`config.mk`:
```
export PLATFORM = sky130hd
export DESIGN_NAME = dffrs_vector_sequencer
export DESIGN_NICKNAME = d
export VERILOG_FILES = /design/src/rtl/dffrs_vector_sequencer_pkg.sv /design/src/rtl/dffrs_vector_sequencer_ref.sv /design/src/rtl/dffrs_vector_sequencer.sv
export SDC_FILE = /design/constraint.sdc
export NUM_CORES = 1
export LEC_CHECK = 0
export CAP_MARGIN = 20
export CORE_UTILIZATION = 47
export CTS_CLUSTER_SIZE = 10
export DETAILED_ROUTE_END_ITERATION = 6
export PLACE_DENSITY_LB_ADDON = 0.12
export SYNTH_ARGS = -nofsm -noshare
export SYNTH_HDL_FRONTEND = slang
export SYNTH_SLANG_ARGS = --single-unit
```
`constraint.sdc`:
```
create_clock -name CK -period 1.7 [get_ports CK]
set_input_delay 0.425 -clock CK [delete_from_list [all_inputs] [get_ports CK]]
set_output_delay 0.425 -clock CK [all_outputs]
set_load 0.01 [all_outputs]
```
`src/rtl/dffrs_vector_sequencer_pkg.sv`:
```
// Shared types, pin/vector constants and the DFFRS expected-value function
// used by the vector sequencer and its reference model.
package dffrs_seq_pkg;

  typedef enum logic [1:0] {
    ST_IDLE   = 2'd0,
    ST_SETTLE = 2'd1,
    ST_SAMPLE = 2'd2,
    ST_DONE   = 2'd3
  } seq_state_e;

  // Bit positions of the cell pins inside a 4-bit vector index.
  localparam int unsigned VEC_D  = 3;
  localparam int unsigned VEC_RN = 2;
  localparam int unsigned VEC_SN = 1;
  localparam int unsigned VEC_CK = 0;

  localparam logic [3:0] VEC_LAST = 4'hF;

  localparam logic PIN_D_INACTIVE  = 1'b0;
  localparam logic PIN_RN_INACTIVE = 1'b1;
  localparam logic PIN_SN_INACTIVE = 1'b1;
  localparam logic PIN_CK_INACTIVE = 1'b0;

  // Packed in the same D/RN/SN/CK order as a vector index.
  localparam logic [3:0] PIN_RST_VEC = {PIN_D_INACTIVE, PIN_RN_INACTIVE,
                                        PIN_SN_INACTIVE, PIN_CK_INACTIVE};

  function automatic logic [1:0] dffrs_expected(input logic rn, input logic sn,
                                                input logic d, input logic ck_rise,
                                                input logic prev_q,
                                                input logic both_low_q,
                                                input logic both_low_qn);
    logic [1:0] pair;
    logic       q;
    q = prev_q;
    if (!rn) begin
      q = 1'b0;
    end else if (!sn) begin
      q = 1'b1;
    end else if (ck_rise) begin
      q = d;
    end
    pair = {q, ~q};
    if (!rn && !sn) begin
      pair = {both_low_q, both_low_qn};
    end
    return pair;
  endfunction

endpackage

```
`src/rtl/dffrs_vector_sequencer_ref.sv`:
```
// Registered DFFRS reference model: updates its expected {Q,QN} on the same
// edge the sequencer drives a new vector.
module dffrs_ref_model
  import dffrs_seq_pkg::*;
#(
  parameter logic BOTH_LOW_Q  = 1'b1,
  parameter logic BOTH_LOW_QN = 1'b1
) (
  input  logic       clk,
  input  logic       rst,
  input  logic       load_i,
  input  logic [3:0] vec_i,
  input  logic       prev_ck_i,
  output logic       exp_q_o,
  output logic       exp_qn_o
);

  logic q_q;
  logic qn_q;
  logic ck_rise;

  assign ck_rise = ~prev_ck_i & vec_i[VEC_CK];

  always_ff @(posedge clk) begin
    if (rst) begin
      q_q  <= 1'b0;
      qn_q <= 1'b1;
    end else if (load_i) begin
      {q_q, qn_q} <= dffrs_expected(vec_i[VEC_RN], vec_i[VEC_SN], vec_i[VEC_D],
                                    ck_rise, q_q, BOTH_LOW_Q, BOTH_LOW_QN);
    end
  end

  assign exp_q_o  = q_q;
  assign exp_qn_o = qn_q;

endmodule

```
`src/rtl/dffrs_vector_sequencer.sv`:
```
// On-clock stimulus sequencer for one DFFRS cell: walks all 16 pin vectors,
// samples Q/QN after a settle window and accumulates pass/fail results.
module dffrs_vector_sequencer
  import dffrs_seq_pkg::*;
#(
  parameter int unsigned SETTLE      = 2,
  parameter logic        BOTH_LOW_Q  = 1'b1,
  parameter logic        BOTH_LOW_QN = 1'b1
) (
  input  logic       CK,
  input  logic       RST,
  input  logic       START,
  output logic       D_O,
  output logic       RN_O,
  output logic       SN_O,
  output logic       CK_O,
  input  logic       Q_I,
  input  logic       QN_I,
  output logic       BUSY,
  output logic       DONE,
  output logic       PASS,
  output logic [4:0] ERR_CNT,
  output logic [3:0] FAIL_VEC,
  output logic [3:0] VEC_IDX
);

  localparam logic [3:0] CNT_RELOAD = 4'(SETTLE - 1);

  seq_state_e state_q;
  logic [3:0] vec_q;
  logic [3:0] pins_q;
  logic [3:0] cnt_q;
  logic [4:0] err_q;
  logic [3:0] fail_vec_q;
  logic       first_fail_q;
  logic       busy_q;
  logic       done_q;
  logic       pass_q;

  logic       accept;
  logic [3:0] vec_d;
  logic       prev_ck_d;
  logic       load_d;
  logic       exp_q;
  logic       exp_qn;
  logic       mismatch;

  assign accept    = START && (state_q == ST_IDLE || state_q == ST_DONE);
  assign vec_d     = accept ? 4'd0 : vec_q + 4'd1;
  // Vector 0 has no predecessor, so the model sees the clock pin as low.
  assign prev_ck_d = accept ? 1'b0 : pins_q[VEC_CK];
  assign load_d    = accept || (state_q == ST_SAMPLE && vec_q != VEC_LAST);
  assign mismatch  = {Q_I, QN_I} != {exp_q, exp_qn};

  dffrs_ref_model #(
    .BOTH_LOW_Q (BOTH_LOW_Q),
    .BOTH_LOW_QN(BOTH_LOW_QN)
  ) u_ref (
    .clk      (CK),
    .rst      (RST),
    .load_i   (load_d),
    .vec_i    (vec_d),
    .prev_ck_i(prev_ck_d),
    .exp_q_o  (exp_q),
    .exp_qn_o (exp_qn)
  );

  always_ff @(posedge CK) begin
    if (RST) begin
      state_q      <= ST_IDLE;
      vec_q        <= 4'd0;
      pins_q       <= PIN_RST_VEC;
      cnt_q        <= 4'd0;
      err_q        <= 5'd0;
      fail_vec_q   <= 4'd0;
      first_fail_q <= 1'b0;
      busy_q       <= 1'b0;
      done_q       <= 1'b0;
      pass_q       <= 1'b0;
    end else begin
      case (state_q)
        ST_IDLE, ST_DONE: begin
          if (START) begin
            state_q      <= ST_SETTLE;
            vec_q        <= vec_d;
            pins_q       <= vec_d;
            cnt_q        <= CNT_RELOAD;
            err_q        <= 5'd0;
            fail_vec_q   <= 4'd0;
            first_fail_q <= 1'b0;
            busy_q       <= 1'b1;
            done_q       <= 1'b0;
            pass_q       <= 1'b0;
          end
        end
        ST_SETTLE: begin
          if (cnt_q == 4'd0) begin
            state_q <= ST_SAMPLE;
          end else begin
            cnt_q <= cnt_q - 4'd1;
          end
        end
        ST_SAMPLE: begin
          if (mismatch) begin
            err_q <= err_q + 5'd1;
            if (!first_fail_q) begin
              first_fail_q <= 1'b1;
              fail_vec_q   <= vec_q;
            end
          end
          if (vec_q != VEC_LAST) begin
            state_q <= ST_SETTLE;
            vec_q   <= vec_d;
            pins_q  <= vec_d;
            cnt_q   <= CNT_RELOAD;
          end else begin
            // Last sample: fold in this vector's outcome before reporting.
            state_q <= ST_DONE;
            busy_q  <= 1'b0;
            done_q  <= 1'b1;
            pass_q  <= (err_q == 5'd0) && !mismatch;
          end
        end
        default: state_q <= ST_IDLE;
      endcase
    end
  end

  assign D_O      = pins_q[VEC_D];
  assign RN_O     = pins_q[VEC_RN];
  assign SN_O     = pins_q[VEC_SN];
  assign CK_O     = pins_q[VEC_CK];
  assign BUSY     = busy_q;
  assign DONE     = done_q;
  assign PASS     = pass_q;
  assign ERR_CNT  = err_q;
  assign FAIL_VEC = fail_vec_q;
  assign VEC_IDX  = vec_q;

endmodule

```
==> flow_metrics.env <==
export IMPL_clock_latency_ps=330
export IMPL_max_freq_mhz=604
export IMPL_postLayoutCellArea_mm2=0.00201
export IMPL_yosysSeqAreaShare_pct=36.7
export IMPL_clk_pin_slew_ps=160
export IMPL_cts_made_buffers=3
export IMPL_critPathKind="reg2out"
export IMPL_violations="DRC"
export IMPL_dr_pass1_iters=6
export IMPL_fill_cells=229
export IMPL_synth_area_top_cells="dfxtp_1 (37%), ha_1 (6.8%), a21oi_1 (6.5%), mux2i_1 (3.4%), nand2_1 (3.1%)"
export IMPL_synth_top_area_cell="dfxtp_1"
export IMPL_min_delay_start="pins_q[2]$_SDFFE_PP1P_"
export IMPL_maxSlewHeadroom_pct=74.4
export IMPL_crit_required_ps=1270
export IMPL_clock_power_share_pct=16.7
export IMPL_startpoint_type="register"
export IMPL_finalCritPeriodShare_pct=97.3
export IMPL_cts_sinks=27
export IMPL_grt_util_met1_pct=30.5
export IMPL_cp_top_family="buffers and inverters"
export IMPL_ys_seq_elements=27
export IMPL_worstPathCellList="clkdlybuf4s50_1"
export IMPL_setup_violations=0
export IMPL_synthesis_area_mm2=0.00147
export IMPL_ir_drop_v=0.000659
export IMPL_root_buffer="clkbuf_4"
export IMPL_status="finished, violations left"
export IMPL_area_growth_syn_to_layout_pct=36.4
export IMPL_remaining_drc_errors=4
export IMPL_syn_num_nets=181
export IMPL_grt_pass1_wl_mm=6.21
export IMPL_cellPowerDensity_mw_per_mm2=860
export IMPL_crit_path_end_kind="output port"
export IMPL_initial_utilization_pct=51.6
export IMPL_rsz0062_at_grt="yes"
export IMPL_htree_levels=1
export IMPL_grt_use_total_pct=23.8
export IMPL_use_met3_pct=2.68
export IMPL_cts_hold_buf=0
export IMPL_wl_per_cell_um=16.0
export IMPL_grt_pass1_vias=1370
export IMPL_use_met2_pct=42.4
export IMPL_io_buffers=24
export IMPL_final_common_cell="buf_4"
export IMPL_yosysUniqueCellTypes=42
export IMPL_intPower_mw=1.11
export IMPL_tightest_slew_ps=381
export IMPL_io_pins=25
export IMPL_synthCells=168
export IMPL_fp_row_count=19
export IMPL_gp_congestion=0.859
export IMPL_layout_common_cells="buf_4 (23), dfxtp_1 (16), a21oi_1 (16)"
export IMPL_swShare_pct=35.7
export IMPL_pwr_share_seq_pct=40.9
export IMPL_multiInputGateArea_um2=921
export IMPL_skew_ps=13.2
export IMPL_r2r_start="state_q[0]$_SDFFE_PP0P_"
export IMPL_finalHoldViolations=0
export IMPL_synth_top_cell_area_share_pct=36.7
export IMPL_antenna_found_initial=0
export IMPL_grt_overflow_total=0
export IMPL_ys_warn_count=0
export IMPL_p_leak_nw=0.893
export IMPL_vias=1438
export IMPL_placed_area_mm2=0.00187
export IMPL_clockBufferDepth=2
export IMPL_hp_class="reg2reg"
export IMPL_cts_tree="done"
export IMPL_crit_path_max_fanout=2
export IMPL_p_comb_share_pct=42.4
export IMPL_critPathSlowestCell="clkdlybuf4s50_1"
export IMPL_post_route_min_period_ps=1650
export IMPL_die_y_um=58.0
export IMPL_antenna_cells=0
export IMPL_die_area_mm2=0.00336
export IMPL_startpoint="FAIL_VEC[0]$_SDFFE_PP0P_"
export IMPL_syn_avg_cell_area_um2=8.77
export IMPL_core_area_mm2=0.00285
export IMPL_cpPeakStageDelay_ps=530
export IMPL_vias_per_cell=5.97
export IMPL_first_iter_violations=68
export IMPL_fin_util_pct=70.4
export IMPL_grt_busiest_layer="met2"
export IMPL_drive_above_1_share_pct=25.2
export IMPL_setup_tns_final_ps=0
export IMPL_arrival_ps=1230
export IMPL_hpwl_mm=2.70
export IMPL_regArea_um2=569
export IMPL_switchingPower_uw=617
export IMPL_slew_viol_final=0
export IMPL_max_cap_violations=0
export IMPL_grt_max_degree=23
export IMPL_ant_nets=0
export IMPL_critical_path_buf_inv_count=1
export IMPL_reg2reg_slack_ps=70
export IMPL_routed_wirelength_mm=3.86
export IMPL_die_w_um=58.0
export IMPL_layout_nets=224
==> Yosys cell counts, drive strengths merged <==
library cell,instances
xnor2,3
and2,3
a21oi,19
o211ai,3
nor4b,2
o22a,1
mux2i,5
a2bb2oi,1
nor2b,3
o22ai,1
inv,8
and4,2
nand4b,3
nor4,3
o21bai,2
dfxtp,27
a31oi,4
a211oi,4
nand2,12
a22o,4
or4,1
ha,8
mux2,1
nand4,3
o21ai,6
or3b,2
nand3,4
clkbuf,4
nand4bb,1
a211o,1
nor2,11
nor3,3
a2111oi,1
buf,6
nand3b,3
nand2b,2
nor3b,1
==> per-layer routing <==
layer | part of all wire, % | wire length (um)
met5 | 0 | 0
met1 | 45 | 1720
met3 | 5.0 | 193
met2 | 50 | 1930
met4 | 0.49 | 19
==> power by group through the flow <==
stage | Combinational (mW) | Sequential, mW | Clock, mW
after global placement | 0.638 | 0.723 | 0
after detailed placement | 0.668 | 0.726 | 0
final | 0.732 | 0.706 | 0.288
after global routing | 0.799 | 0.713 | 0.325
after CTS | 0.679 | 0.703 | 0.295
after floorplan | 0.403 | 0.739 | 0
==> worst paths after layout <==
kind,to,depth (start not counted)
worst min-delay path,pins_q[2]$_SDFFE_PP1P_,1
worst max register to register,FAIL_VEC[1]$_SDFFE_PP0P_,6
worst max-delay path,FAIL_VEC[0],1
worst min register to register,pins_q[2]$_SDFFE_PP1P_,1
==> kinds of logic (layout without fill, tap and decap cells) <==
| group | after synthesis | after routing | synth area share [%] |
|---|---|---|---|
| simple gates | 59 | 59 | 24.3 |
| compound gates | 47 | 47 | 20.6 |
| flops | 27 | 27 | 36.7 |
| buf+inv | 18 | 59 | 5.61 |
| fa+ha+maj | 8 | 8 | 6.80 |
| mux | 6 | 7 | 4.16 |
| xor+xnor | 3 | 3 | 1.78 |
==> registers in the layout (all words and copies together) (netlist names) <==
register        flops
state_q             2
VEC_IDX             4
ERR_CNT             5
pins_q              2
PASS                1
first_fail_q        1
DONE                1
u_ref.exp_q_o       1
u_ref.exp_qn_o      1
cnt_q               4
BUSY                1
FAIL_VEC            4
==> timing repair <==
item	4_1_cts	5_1_grt
setup endpoints to repair	26	22
pin swaps	0	2
resized for setup	26	18
buffers inserted	2	0
cloned	0	1
==> metrics by stage <==
stage,hold slack (ps),setup WS (ps),total power [mW],cells
2_1_floorplan,481,47.9,1.14,168
3_3_place_gp,447,-255,1.36,234
3_5_place_dp,454,-332,1.39,234
4_1_cts,487,8.18,1.68,240
5_1_grt,502,-14.1,1.84,241
6_report,485,45.3,1.73,241
==> layout make-up <==
class	count	share of cell area, %
Timing Repair Buffer	47	21.0
Inverter	8	1.50
Clock buffer	3	1.12
Clock inverter	1	0.249
Multi-Input combinational cell	124	45.9
Sequential cell	27	28.3
Tap cell	31	1.93
Note: power is estimated with default switching activity, not from simulation.
